==> config.mk <==
export PLATFORM = sky130hd
export DESIGN_NAME = lda_engine_param
export DESIGN_NICKNAME = d
export VERILOG_FILES = /design/src/rtl/lda_pkg.sv /design/src/rtl/lda_bresenham_step.sv /design/src/rtl/lda_engine_param.sv
export SDC_FILE = /design/constraint.sdc
export NUM_CORES = 1
export LEC_CHECK = 0
export ABC_AREA = 1
export CORE_ASPECT_RATIO = 0.5
export CORE_MARGIN = 5
export CORE_UTILIZATION = 45
export DETAILED_ROUTE_END_ITERATION = 10
export PLACE_DENSITY = 0.66
export RECOVER_POWER = 25
export SKIP_LAST_GASP = 1
export SLEW_MARGIN = 20
export SYNTH_ARGS = -nofsm -noshare
export SYNTH_HDL_FRONTEND = slang
export SYNTH_SLANG_ARGS = --single-unit
==> constraint.sdc <==
create_clock -name clk -period 4.5 [get_ports clk]
set_input_delay 0.675 -clock clk [delete_from_list [all_inputs] [get_ports clk]]
set_output_delay 0.675 -clock clk [all_outputs]
set_load 0.1 [all_outputs]
==> src/rtl/lda_pkg.sv <==
// Shared definitions for the line-drawing accelerator.
//   - Avalon register word addresses
//   - FSM state encoding
//   - bit positions of the x/y fields in the START/END registers
package lda_pkg;

  localparam logic [2:0] ADDR_MODE   = 3'd0;
  localparam logic [2:0] ADDR_STATUS = 3'd1;
  localparam logic [2:0] ADDR_GO     = 3'd2;
  localparam logic [2:0] ADDR_START  = 3'd3;
  localparam logic [2:0] ADDR_END    = 3'd4;
  localparam logic [2:0] ADDR_COLOUR = 3'd5;

  localparam int unsigned POS_X_LSB = 0;
  localparam int unsigned POS_Y_LSB = 16;

  typedef enum logic [1:0] {
    StIdle,
    StInit,
    StDraw,
    StDone
  } lda_state_e;

  function automatic int unsigned max_w(int unsigned a, int unsigned b);
    return (a > b) ? a : b;
  endfunction

endpackage

==> src/rtl/lda_bresenham_step.sv <==
// Combinational Bresenham step: from the current point and error term,
// produce the next point and error, and flag when the current point is the
// line end.
//   cur_x_i/cur_y_i   current point
//   end_x_i/end_y_i   latched line end point
//   err_i             signed error term
//   dx_i/dy_i         absolute deltas (non-negative, signed container)
//   sx_neg_i/sy_neg_i step direction is -1 when set
//   nxt_*_o           point and error after one step
//   at_end_o          current point equals the end point
module lda_bresenham_step #(
  parameter int unsigned X_W = 9,
  parameter int unsigned Y_W = 8,
  parameter int unsigned E_W = 11
) (
  input  logic [X_W-1:0]        cur_x_i,
  input  logic [Y_W-1:0]        cur_y_i,
  input  logic [X_W-1:0]        end_x_i,
  input  logic [Y_W-1:0]        end_y_i,
  input  logic signed [E_W-1:0] err_i,
  input  logic signed [E_W-1:0] dx_i,
  input  logic signed [E_W-1:0] dy_i,
  input  logic                  sx_neg_i,
  input  logic                  sy_neg_i,
  output logic [X_W-1:0]        nxt_x_o,
  output logic [Y_W-1:0]        nxt_y_o,
  output logic signed [E_W-1:0] nxt_err_o,
  output logic                  at_end_o
);

  // 2*err needs one bit more than err itself
  logic signed [E_W:0]   e2;
  logic signed [E_W:0]   dx_ext;
  logic signed [E_W:0]   dy_ext;
  logic                  step_x;
  logic                  step_y;
  logic signed [E_W-1:0] err_x;

  always_comb begin
    e2        = {err_i, 1'b0};
    dx_ext    = {dx_i[E_W-1], dx_i};
    dy_ext    = {dy_i[E_W-1], dy_i};
    step_x    = (e2 >= -dy_ext);
    step_y    = (e2 <= dx_ext);
    err_x     = step_x ? (err_i - dy_i) : err_i;
    nxt_err_o = step_y ? (err_x + dx_i) : err_x;

    nxt_x_o = cur_x_i;
    if (step_x) begin
      nxt_x_o = sx_neg_i ? (cur_x_i - X_W'(1)) : (cur_x_i + X_W'(1));
    end
    nxt_y_o = cur_y_i;
    if (step_y) begin
      nxt_y_o = sy_neg_i ? (cur_y_i - Y_W'(1)) : (cur_y_i + Y_W'(1));
    end

    at_end_o = (cur_x_i == end_x_i) && (cur_y_i == end_y_i);
  end

endmodule

==> src/rtl/lda_engine_param.sv <==
// Parametrised line-drawing accelerator: Avalon-MM register file, control FSM
// and a valid/ready pixel stream that emits one Bresenham point per cycle.
//   clk, reset            clock, synchronous active-high reset
//   avs_*                 Avalon-MM slave (read latency 0, waitrequest in stall mode)
//   pix_x/pix_y/pix_colour pixel presented to the framebuffer
//   pix_valid/pix_ready   pixel handshake; off-screen points never assert valid
module lda_engine_param
  import lda_pkg::*;
#(
  parameter int unsigned X_W      = 9,
  parameter int unsigned Y_W      = 8,
  parameter int unsigned COLOUR_W = 24,
  parameter int unsigned SCREEN_W = 320,
  parameter int unsigned SCREEN_H = 240
) (
  input  logic                clk,
  input  logic                reset,
  input  logic [2:0]          avs_address,
  input  logic                avs_read,
  input  logic                avs_write,
  input  logic [31:0]         avs_writedata,
  output logic [31:0]         avs_readdata,
  output logic                avs_waitrequest,
  output logic [X_W-1:0]      pix_x,
  output logic [Y_W-1:0]      pix_y,
  output logic [COLOUR_W-1:0] pix_colour,
  output logic                pix_valid,
  input  logic                pix_ready
);

  localparam int unsigned E_W = max_w(X_W, Y_W) + 2;

  // Register file
  logic                mode_q;
  logic [X_W-1:0]      start_x_q, end_x_q;
  logic [Y_W-1:0]      start_y_q, end_y_q;
  logic [COLOUR_W-1:0] colour_q;

  // Line engine state
  lda_state_e            state_q, state_d;
  logic [X_W-1:0]        cur_x_q, cur_x_d, lend_x_q, lend_x_d;
  logic [Y_W-1:0]        cur_y_q, cur_y_d, lend_y_q, lend_y_d;
  logic [COLOUR_W-1:0]   lcol_q, lcol_d;
  logic signed [E_W-1:0] err_q, err_d, dx_q, dx_d, dy_q, dy_d;
  logic                  sx_neg_q, sx_neg_d, sy_neg_q, sy_neg_d;

  logic                  go_wr;
  logic                  clipped;
  logic                  step;
  logic signed [E_W-1:0] diff_x, diff_y;
  logic [X_W-1:0]        nxt_x;
  logic [Y_W-1:0]        nxt_y;
  logic signed [E_W-1:0] nxt_err;
  logic                  at_end;

  // Reads are side-effect free and only some write-data bits are stored.
  logic unused_sigs;
  assign unused_sigs = ^{avs_read, avs_writedata};

  assign go_wr   = avs_write && (avs_address == ADDR_GO);
  assign clipped = (32'(cur_x_q) >= SCREEN_W) || (32'(cur_y_q) >= SCREEN_H);
  // Off-screen points advance without a handshake.
  assign step    = (state_q == StDraw) && (clipped || pix_ready);

  assign pix_valid  = (state_q == StDraw) && !clipped;
  assign pix_x      = cur_x_q;
  assign pix_y      = cur_y_q;
  assign pix_colour = lcol_q;

  // Stall mode holds the GO write until the line reaches DONE.
  assign avs_waitrequest = !mode_q && go_wr && (state_q != StDone);

  always_ff @(posedge clk) begin
    if (reset) begin
      mode_q    <= 1'b0;
      start_x_q <= '0;
      start_y_q <= '0;
      end_x_q   <= '0;
      end_y_q   <= '0;
      colour_q  <= '0;
    end else if (avs_write) begin
      case (avs_address)
        ADDR_MODE: mode_q <= avs_writedata[0];
        ADDR_START: begin
          start_x_q <= avs_writedata[POS_X_LSB +: X_W];
          start_y_q <= avs_writedata[POS_Y_LSB +: Y_W];
        end
        ADDR_END: begin
          end_x_q <= avs_writedata[POS_X_LSB +: X_W];
          end_y_q <= avs_writedata[POS_Y_LSB +: Y_W];
        end
        ADDR_COLOUR: colour_q <= avs_writedata[COLOUR_W-1:0];
        default: ;
      endcase
    end
  end

  always_comb begin
    avs_readdata = '0;
    case (avs_address)
      ADDR_MODE:   avs_readdata[0] = mode_q;
      ADDR_STATUS: avs_readdata[0] = (state_q != StIdle);
      ADDR_START: begin
        avs_readdata[POS_X_LSB +: X_W] = start_x_q;
        avs_readdata[POS_Y_LSB +: Y_W] = start_y_q;
      end
      ADDR_END: begin
        avs_readdata[POS_X_LSB +: X_W] = end_x_q;
        avs_readdata[POS_Y_LSB +: Y_W] = end_y_q;
      end
      ADDR_COLOUR: avs_readdata[COLOUR_W-1:0] = colour_q;
      default: ;
    endcase
  end

  lda_bresenham_step #(
    .X_W(X_W),
    .Y_W(Y_W),
    .E_W(E_W)
  ) u_step (
    .cur_x_i  (cur_x_q),
    .cur_y_i  (cur_y_q),
    .end_x_i  (lend_x_q),
    .end_y_i  (lend_y_q),
    .err_i    (err_q),
    .dx_i     (dx_q),
    .dy_i     (dy_q),
    .sx_neg_i (sx_neg_q),
    .sy_neg_i (sy_neg_q),
    .nxt_x_o  (nxt_x),
    .nxt_y_o  (nxt_y),
    .nxt_err_o(nxt_err),
    .at_end_o (at_end)
  );

  always_comb begin
    diff_x = $signed(E_W'(end_x_q)) - $signed(E_W'(start_x_q));
    diff_y = $signed(E_W'(end_y_q)) - $signed(E_W'(start_y_q));

    state_d  = state_q;
    cur_x_d  = cur_x_q;
    cur_y_d  = cur_y_q;
    lend_x_d = lend_x_q;
    lend_y_d = lend_y_q;
    lcol_d   = lcol_q;
    err_d    = err_q;
    dx_d     = dx_q;
    dy_d     = dy_q;
    sx_neg_d = sx_neg_q;
    sy_neg_d = sy_neg_q;

    unique case (state_q)
      StIdle: begin
        if (go_wr) state_d = StInit;
      end
      StInit: begin
        // Register writes landing this same cycle are not seen here.
        cur_x_d  = start_x_q;
        cur_y_d  = start_y_q;
        lend_x_d = end_x_q;
        lend_y_d = end_y_q;
        lcol_d   = colour_q;
        dx_d     = diff_x[E_W-1] ? -diff_x : diff_x;
        dy_d     = diff_y[E_W-1] ? -diff_y : diff_y;
        err_d    = dx_d - dy_d;
        sx_neg_d = diff_x[E_W-1];
        sy_neg_d = diff_y[E_W-1];
        state_d  = StDraw;
      end
      StDraw: begin
        if (step) begin
          if (at_end) begin
            state_d = StDone;
          end else begin
            cur_x_d = nxt_x;
            cur_y_d = nxt_y;
            err_d   = nxt_err;
          end
        end
      end
      StDone: state_d = StIdle;
      default: state_d = StIdle;
    endcase
  end

  always_ff @(posedge clk) begin
    if (reset) begin
      state_q  <= StIdle;
      cur_x_q  <= '0;
      cur_y_q  <= '0;
      lend_x_q <= '0;
      lend_y_q <= '0;
      lcol_q   <= '0;
      err_q    <= '0;
      dx_q     <= '0;
      dy_q     <= '0;
      sx_neg_q <= 1'b0;
      sy_neg_q <= 1'b0;
    end else begin
      state_q  <= state_d;
      cur_x_q  <= cur_x_d;
      cur_y_q  <= cur_y_d;
      lend_x_q <= lend_x_d;
      lend_y_q <= lend_y_d;
      lcol_q   <= lcol_d;
      err_q    <= err_d;
      dx_q     <= dx_d;
      dy_q     <= dy_d;
      sx_neg_q <= sx_neg_d;
      sy_neg_q <= sy_neg_d;
    end
  end

endmodule

==> impl_metrics.py, run 1 <==
metrics = {
    "status": {
        "status": "finished with violations",
        "violations": "DRC, capacitance limit, slew limit",
    },
    "floorplan": {
        "pin_count": 115,
        "die_area_mm2": 0.02658,
        "core_area_mm2": 0.02284,
        "start_util_pct": 45.81,
        "die_w_um": 225.6,
        "die_y_um": 117.8,
        "num_rows": 39,
    },
    "synth": {
        "async_flop_share_pct": 0,
        "synth-edff-count": 0,
        "yosysUniqueCellTypes": 49,
        "ys_seq_area_share_pct": 29.47,
        "ys_warn_count": 0,
        "synth_area_mm2": 0.01046,
        "synth_area_leaders": "dfxtp_1, nand2_1, ha_1",
        "synth_top_flop_cell": "dfxtp_1",
        "yosysTopAreaCellShare_pct": 29.47,
        "yosysTopAreaCell": "dfxtp_1",
        "syn_area_per_cell_um2": 6.878,
        "synth_cells": 1521,
        "ys_ff_latch": 154,
    },
    "critical_path": {
        "r2r-start": "dy_q[0]$_SDFFE_PP0P_",
        "worst_ep_arrival_time_ps": 4480,
        "cpPeakStageDelay_ps": 470,
        "required_ps": 4830,
        "reg2reg_to": "err_q[8]$_SDFFE_PP0P_",
        "crit_path_max_fanout": 10,
        "cp.buffers_inverters": 5,
        "reg2reg_slack_ps": 350,
        "cp-start-kind": "register",
        "ff2ff_path_depth": 29,
        "crit_top_cell": "nand3_1",
        "path_depth": 29,
        "cp-end-kind": "register",
        "cp-startpoint": "dy_q[0]$_SDFFE_PP0P_",
        "cp_top_family": "simple AND/OR/NAND/NOR gates",
        "critPathKind": "register to register",
        "worstSetupEndpoint": "err_q[8]$_SDFFE_PP0P_",
        "slowest_stage": "fa_1",
    },
    "job": {
        "cap_violations": 1,
    },
    "timing": {
        "finalHoldViolCount": 0,
        "rsz0062_at_grt": "false",
        "drv_slew": 102,
        "final-setup-viol-count": 0,
        "hold_slack_ps": 483.6,
        "period_share_pct": 92.20,
        "clock_skew_ps": 9.351,
        "final.min_clock_period_ps": 4149,
        "max_freq_ghz": 0.2410,
        "relSlewSlack_pct": -15.73,
        "tightestPinTransition_ps": 1736,
        "finalSetupTns_ps": 0,
    },
    "detailed_routing": {
        "wire_per_inst_um": 16.37,
        "drtPass1Iterations": 8,
        "drt-vias-per-instance": 5.354,
        "drtIter0Drc": 826,
        "drc": 1,
        "final_antenna_net_count": 0,
        "vias": 10320,
        "wl_um": 31550,
    },
    "finish": {
        "nets": 1744,
        "drive_above_1_share_pct": 7.778,
        "fillers": 2269,
        "area_delta_synth_final_pct": 17.56,
        "n_antenna_cell": 0,
        "post-route-util_pct": 53.85,
        "final_cells": 1927,
    },
    "clock_tree": {
        "cts.sinks": 154,
        "cts_made_buffers": 17,
        "cts_root_buf": "clkbuf_16",
        "cts_hold_buf": 0,
        "clk_pin_slew_ps": 70,
        "cts_tree": "yes",
        "htreeDepth": 4,
        "cts_buffer_depth": 2,
        "insertion_delay_ps": 440,
    },
    "place": {
        "dp_cells": 1895,
        "place_congestion": 0.9026,
        "portBuffers": 97,
        "hpwl_um": 24280,
    },
    "grt": {
        "grt_pass1_vias": 9704,
        "grt_max_degree": 102,
        "gr-usage-met3_pct": 5.906,
        "grt_first_pass_wirelength_um": 50740,
        "overflow": 0,
        "grt_use_met2_pct": 34.70,
        "grtUsageMet1_pct": 34.28,
        "grt_use_total_pct": 23.55,
        "antenna_found_initial": 1,
        "grt_busiest_layer": "met2",
    },
    "hold_path": {
        "hold_class": "register to register",
    },
    "pwr": {
        "power_leakage_uw": 0.005647,
        "power.density_mw_per_mm2": 748.4,
        "switching_share_pct": 53.71,
        "intPower_uw": 4260,
        "clockPowerShare_pct": 15.1,
        "vdd_drop_max_mv": 0.3447,
        "sequentialPowerShare_pct": 19.9,
        "net-switching-power_uw": 4943,
        "combPwrFrac_pct": 65.0,
    },
}
## worst min path at each step
stage,from,to,slack [ps],cells past startpoint
after detailed placement,lend_y_q[7]$_SDFFE_PP0P_,lend_y_q[7]$_SDFFE_PP0P_,470,2
after floorplan,mode_q$_SDFFE_PP0P_,mode_q$_SDFFE_PP0P_,440,2
after global placement,colour_q[0]$_SDFFE_PP0P_,colour_q[0]$_SDFFE_PP0P_,460,2
after CTS,colour_q[14]$_SDFFE_PP0P_,pix_colour[14]$_SDFFE_PP0P_,490,2
after global routing,colour_q[21]$_SDFFE_PP0P_,pix_colour[21]$_SDFFE_PP0P_,510,2
final,colour_q[14]$_SDFFE_PP0P_,pix_colour[14]$_SDFFE_PP0P_,480,2
## worst reg2reg max path, delay by kind of cell (launching register included)
kind	cells	cell delay (ps)
buffers and inverters	5	390
adders and majority gates	3	940
DFF	1	350
xor gates and xnor gates	1	150
and+or+nand+nor	18	1870
AOI/OAI and AO/OA	2	360
## registers in the layout, summed over array words and instances (netlist names)
| name | flops |
|---|---|
| end_x_q | 9 |
| mode_q | 1 |
| dx_q | 11 |
| err_q | 11 |
| start_y_q | 8 |
| sy_neg_q | 1 |
| colour_q | 24 |
| pix_y | 8 |
| pix_colour | 24 |
| start_x_q | 9 |
| sx_neg_q | 1 |
| state_q | 2 |
| pix_x | 9 |
| dy_q | 11 |
| end_y_q | 8 |
| lend_y_q | 8 |
| lend_x_q | 9 |
## repair_timing
item	4_1_cts	5_1_grt
setup buffers	0	0
setup endpoints to repair	0	7
gates resized for setup	0	21
## cells by family (layout without fill, tap and decap cells)
logic type	count (synthesis)	in the layout	synth area share (%)
AND/OR/NAND/NOR	551	551	22.62
AO/OA/AOI/OAI	377	377	19.82
buffers and inverters	274	366	10.25
flip-flops	154	154	29.47
adder cells (fa/ha/maj)	97	97	12.10
XOR/XNOR	66	66	5.669
other	2	9	0.07179
## placed cells by master, fill, tap and decap left out, drive strengths merged, types with 5 or more instances in the layout
master and count:
nor2 101, dfxtp 154, o21bai 5, conb 9, o221ai 16, inv 221
clkbuf 23, xor2 46, a21o 12, a31oi 7, buf 42, nand4 29
nand3 78, clkinv 7, o22ai 16, nand2 314, o21ai 157, nand3b 6
ha 90, clkdlybuf4s50 70, fa 7, xnor2 20, nor3 15, a21oi 155
## power groups by stage
stage / logic [µW] / clock network [µW] / registers, µW
after global placement: 5670 / 0 / 1850
final: 5980 / 1390 / 1840
after floorplan: 3760 / 0 / 2520
after CTS: 5810 / 1420 / 1830
after global routing: 6600 / 1480 / 1860
after detailed placement: 5780 / 0 / 1860
## metrics by stage
| stage | worst slack [ps] | instance area [µm²] | total power (µW) |
|---|---|---|---|
| final | 350.8 | 12300 | 9203 |
| after CTS | 156.4 | 12250 | 9055 |
| after floorplan | 446.1 | 10490 | 6280 |
| after global routing | 6.164 | 12300 | 9944 |
| after global placement | 256.6 | 11690 | 7522 |
| after detailed placement | 216.5 | 11690 | 7634 |
## synthesized netlist by cell type, types with 20 or more instances
master and count:
a21oi_1 155, inv_1 207, clkbuf_1 44, ha_1 90, nand3_1 76, nand4_1 28
xnor2_1 20, nor2_1 97, o21ai_0 141, dfxtp_1 154, nand2_1 309, xor2_1 44
## layer usage
layer / up-vias / share of wire (%)
met5: - / 0.041
met4: 2 / 2.0
met3: 44 / 7.0
met2: 315 / 42
met1: 4750 / 49
li1: 5206 / -
## area by class of cell
| class | instances | area, µm² | share of cell area (%) |
|---|---|---|---|
| multi-input combinational | 1100 | 6407 | 52.10 |
| sequential | 154 | 3083 | 25.07 |
| inverter | 217 | 822.0 | 6.684 |
| clock inverter | 13 | 106.4 | 0.8648 |
| tap | 307 | 384.1 | 3.123 |
| timing repair buffer | 117 | 1042 | 8.475 |
| clock buffer | 19 | 452.9 | 3.683 |
Power figures use the tool's default switching activity.
==> run 2: changes to the inputs <==
--- a/config.mk
+++ b/config.mk
@@ -8,9 +8,9 @@
 export ABC_AREA = 1
 export CORE_ASPECT_RATIO = 0.5
 export CORE_MARGIN = 5
-export CORE_UTILIZATION = 45
+export CORE_UTILIZATION = 46
 export DETAILED_ROUTE_END_ITERATION = 10
-export PLACE_DENSITY = 0.66
+export PLACE_DENSITY = 0.67
 export RECOVER_POWER = 25
 export SKIP_LAST_GASP = 1
 export SLEW_MARGIN = 20
==> run 2 against run 1 <==
  * The flow now finishes without violations
  * Die area down 2.0%
  * Critical path depth grew 1
  * Cell area down 0.41%
  * Combinational power fell by 0.7%
  * First-iteration DRC count fell by 3.0%
  * Maximum frequency down 0.64%
  * Setup slack worse by 27 ps
  * Sequential power hardly changed
  * Clock skew down 0.97 ps
  * Total power shrank 0.31%
  * Utilization is 0.36 points higher
  * Largest cell class unchanged
  * Largest power group unchanged
==> impl_metrics.py, run 2 (synthesis gave the netlist of run 1 again) <==
metrics = {
    "pwr": {
        "power_leakage_uw": 0.005617,
        "vdd_drop_max_mv": 0.4350,
        "power.density_mw_per_mm2": 749.1,
    },
    "timing": {
        "relSlewSlack_pct": 12.49,
        "tightestPinTransition_ps": 1313,
        "drv_slew": 0,
        "final.min_clock_period_ps": 4176,
        "final-setup-viol-count": 0,
        "period_share_pct": 92.79,
        "clock_skew_ps": 8.381,
        "max_freq_ghz": 0.2395,
        "rsz0062_at_grt": "false",
        "finalHoldViolCount": 0,
        "finalSetupTns_ps": 0,
    },
    "place": {
        "place_congestion": 0.9239,
        "portBuffers": 97,
        "hpwl_um": 23730,
    },
    "critical_path": {
        "crit_top_cell": "nand3_1",
        "cp-start-kind": "register",
        "critPathKind": "register to register",
        "required_ps": 4840,
        "slowest_stage": "fa_1",
        "cp-end-kind": "register",
        "worst_ep_arrival_time_ps": 4510,
        "crit_path_max_fanout": 15,
        "cpPeakStageDelay_ps": 450,
    },
    "floorplan": {
        "pin_count": 115,
        "start_util_pct": 46.30,
        "die_w_um": 223.3,
        "core_area_mm2": 0.02259,
        "die_y_um": 116.6,
        "die_area_mm2": 0.02604,
        "num_rows": 39,
    },
    "grt": {
        "overflow": 0,
        "grt_max_degree": 81,
        "grt_use_total_pct": 23.73,
        "antenna_found_initial": 1,
        "grt_pass1_vias": 9371,
        "grt_first_pass_wirelength_um": 49520,
    },
    "clock_tree": {
        "cts.sinks": 154,
        "cts_hold_buf": 0,
        "cts_buffer_depth": 2,
        "cts_made_buffers": 17,
        "clk_pin_slew_ps": 70,
        "cts_tree": "yes",
        "htreeDepth": 4,
        "insertion_delay_ps": 450,
        "cts_root_buf": "clkbuf_16",
        "postCtsSetupBuffers": 0,
    },
    "status": {
        "status": "completed",
    },
    "hold_path": {
        "hold_class": "register to register",
    },
    "finish": {
        "layout_common_cells": "nand2_1, inv_1, dfxtp_1",
        "post-route-util_pct": 54.21,
        "final_common_cell": "nand2_1",
        "fillers": 2170,
        "nets": 1738,
        "drive_above_1_share_pct": 7.373,
        "area_delta_synth_final_pct": 17.08,
        "n_antenna_cell": 0,
    },
    "detailed_routing": {
        "drtIter0Drc": 801,
        "drtPass1Iterations": 5,
        "wire_per_inst_um": 16.23,
        "final_antenna_net_count": 0,
        "drc": 0,
        "vias": 10240,
        "wl_um": 31180,
        "drt-vias-per-instance": 5.328,
    },
    "job": {
        "cap_violations": 0,
    },
}
[run 2: path summary, 6_finish.rpt]
path | from | endpoint | slack (ps) | depth (start not counted)
max | dy_q[0]$_SDFFE_PP0P_ | err_q[8]$_SDFFE_PP0P_ | 320 | 30
min | colour_q[0]$_SDFFE_PP0P_ | colour_q[0]$_SDFFE_PP0P_ | 480 | 2
max reg2reg | dy_q[0]$_SDFFE_PP0P_ | err_q[8]$_SDFFE_PP0P_ | 320 | 30
min reg2reg | colour_q[0]$_SDFFE_PP0P_ | colour_q[0]$_SDFFE_PP0P_ | 480 | 2
[run 2: through the flow]
step,hold slack (ps),worst slack [ps],instance area [µm²],instances,power [µW]
after floorplan,438.1,446.1,10490,1528,6280
after global placement,458.5,179.3,11640,1889,7491
after detailed placement,471.2,117.5,11640,1889,7592
after CTS,481.6,101.7,12200,1921,9009
after global routing,509.4,7.350,12250,1921,9904
final,477.8,324.3,12250,1921,9175
[run 2: final cells by class]
type	count	area (µm²)	area share [%]
Timing Repair Buffer	111	1001	8.172
Sequential cell	154	3083	25.17
Tap cell	307	384.1	3.136
Clock buffer	21	470.5	3.841
Multi-Input combinational cell	1100	6405	52.29
Clock inverter	11	85.08	0.6947
Inverter	217	819.5	6.691
[run 2: what timing repair did]
| item | 4_1_cts | 5_1_grt |
|---|---|---|
| endpoints found under the setup margin | 0 | 7 |
| gates resized for setup | 0 | 18 |
| hold endpoints to repair | 0 | 0 |
[run 2: metal layers]
layer | wire (µm) | track usage (%)
met1 | 15290 | 33.74
met2 | 13100 | 36.24
met3 | 2283 | 5.726
met4 | 494 | 6.566
met5 | 13 | 0
[run 2: worst max-delay path: cells and delay by family (launching register included)]
| family | cells | cell delay, ps |
|---|---|---|
| buffers and inverters | 3 | 220 |
| AND/OR/NAND/NOR | 19 | 1750 |
| XOR/XNOR | 1 | 160 |
| flip-flops | 1 | 350 |
| AO/OA/AOI/OAI | 3 | 450 |
| adder cells (fa/ha/maj) | 4 | 1150 |
[run 2: where the power goes]
part | total (µW) | switching [µW] | internal, µW
clock network | 1400 | 641 | 757
registers | 1840 | 250 | 1590
logic | 5940 | 4050 | 1890
total | 9170 | 4940 | 4230
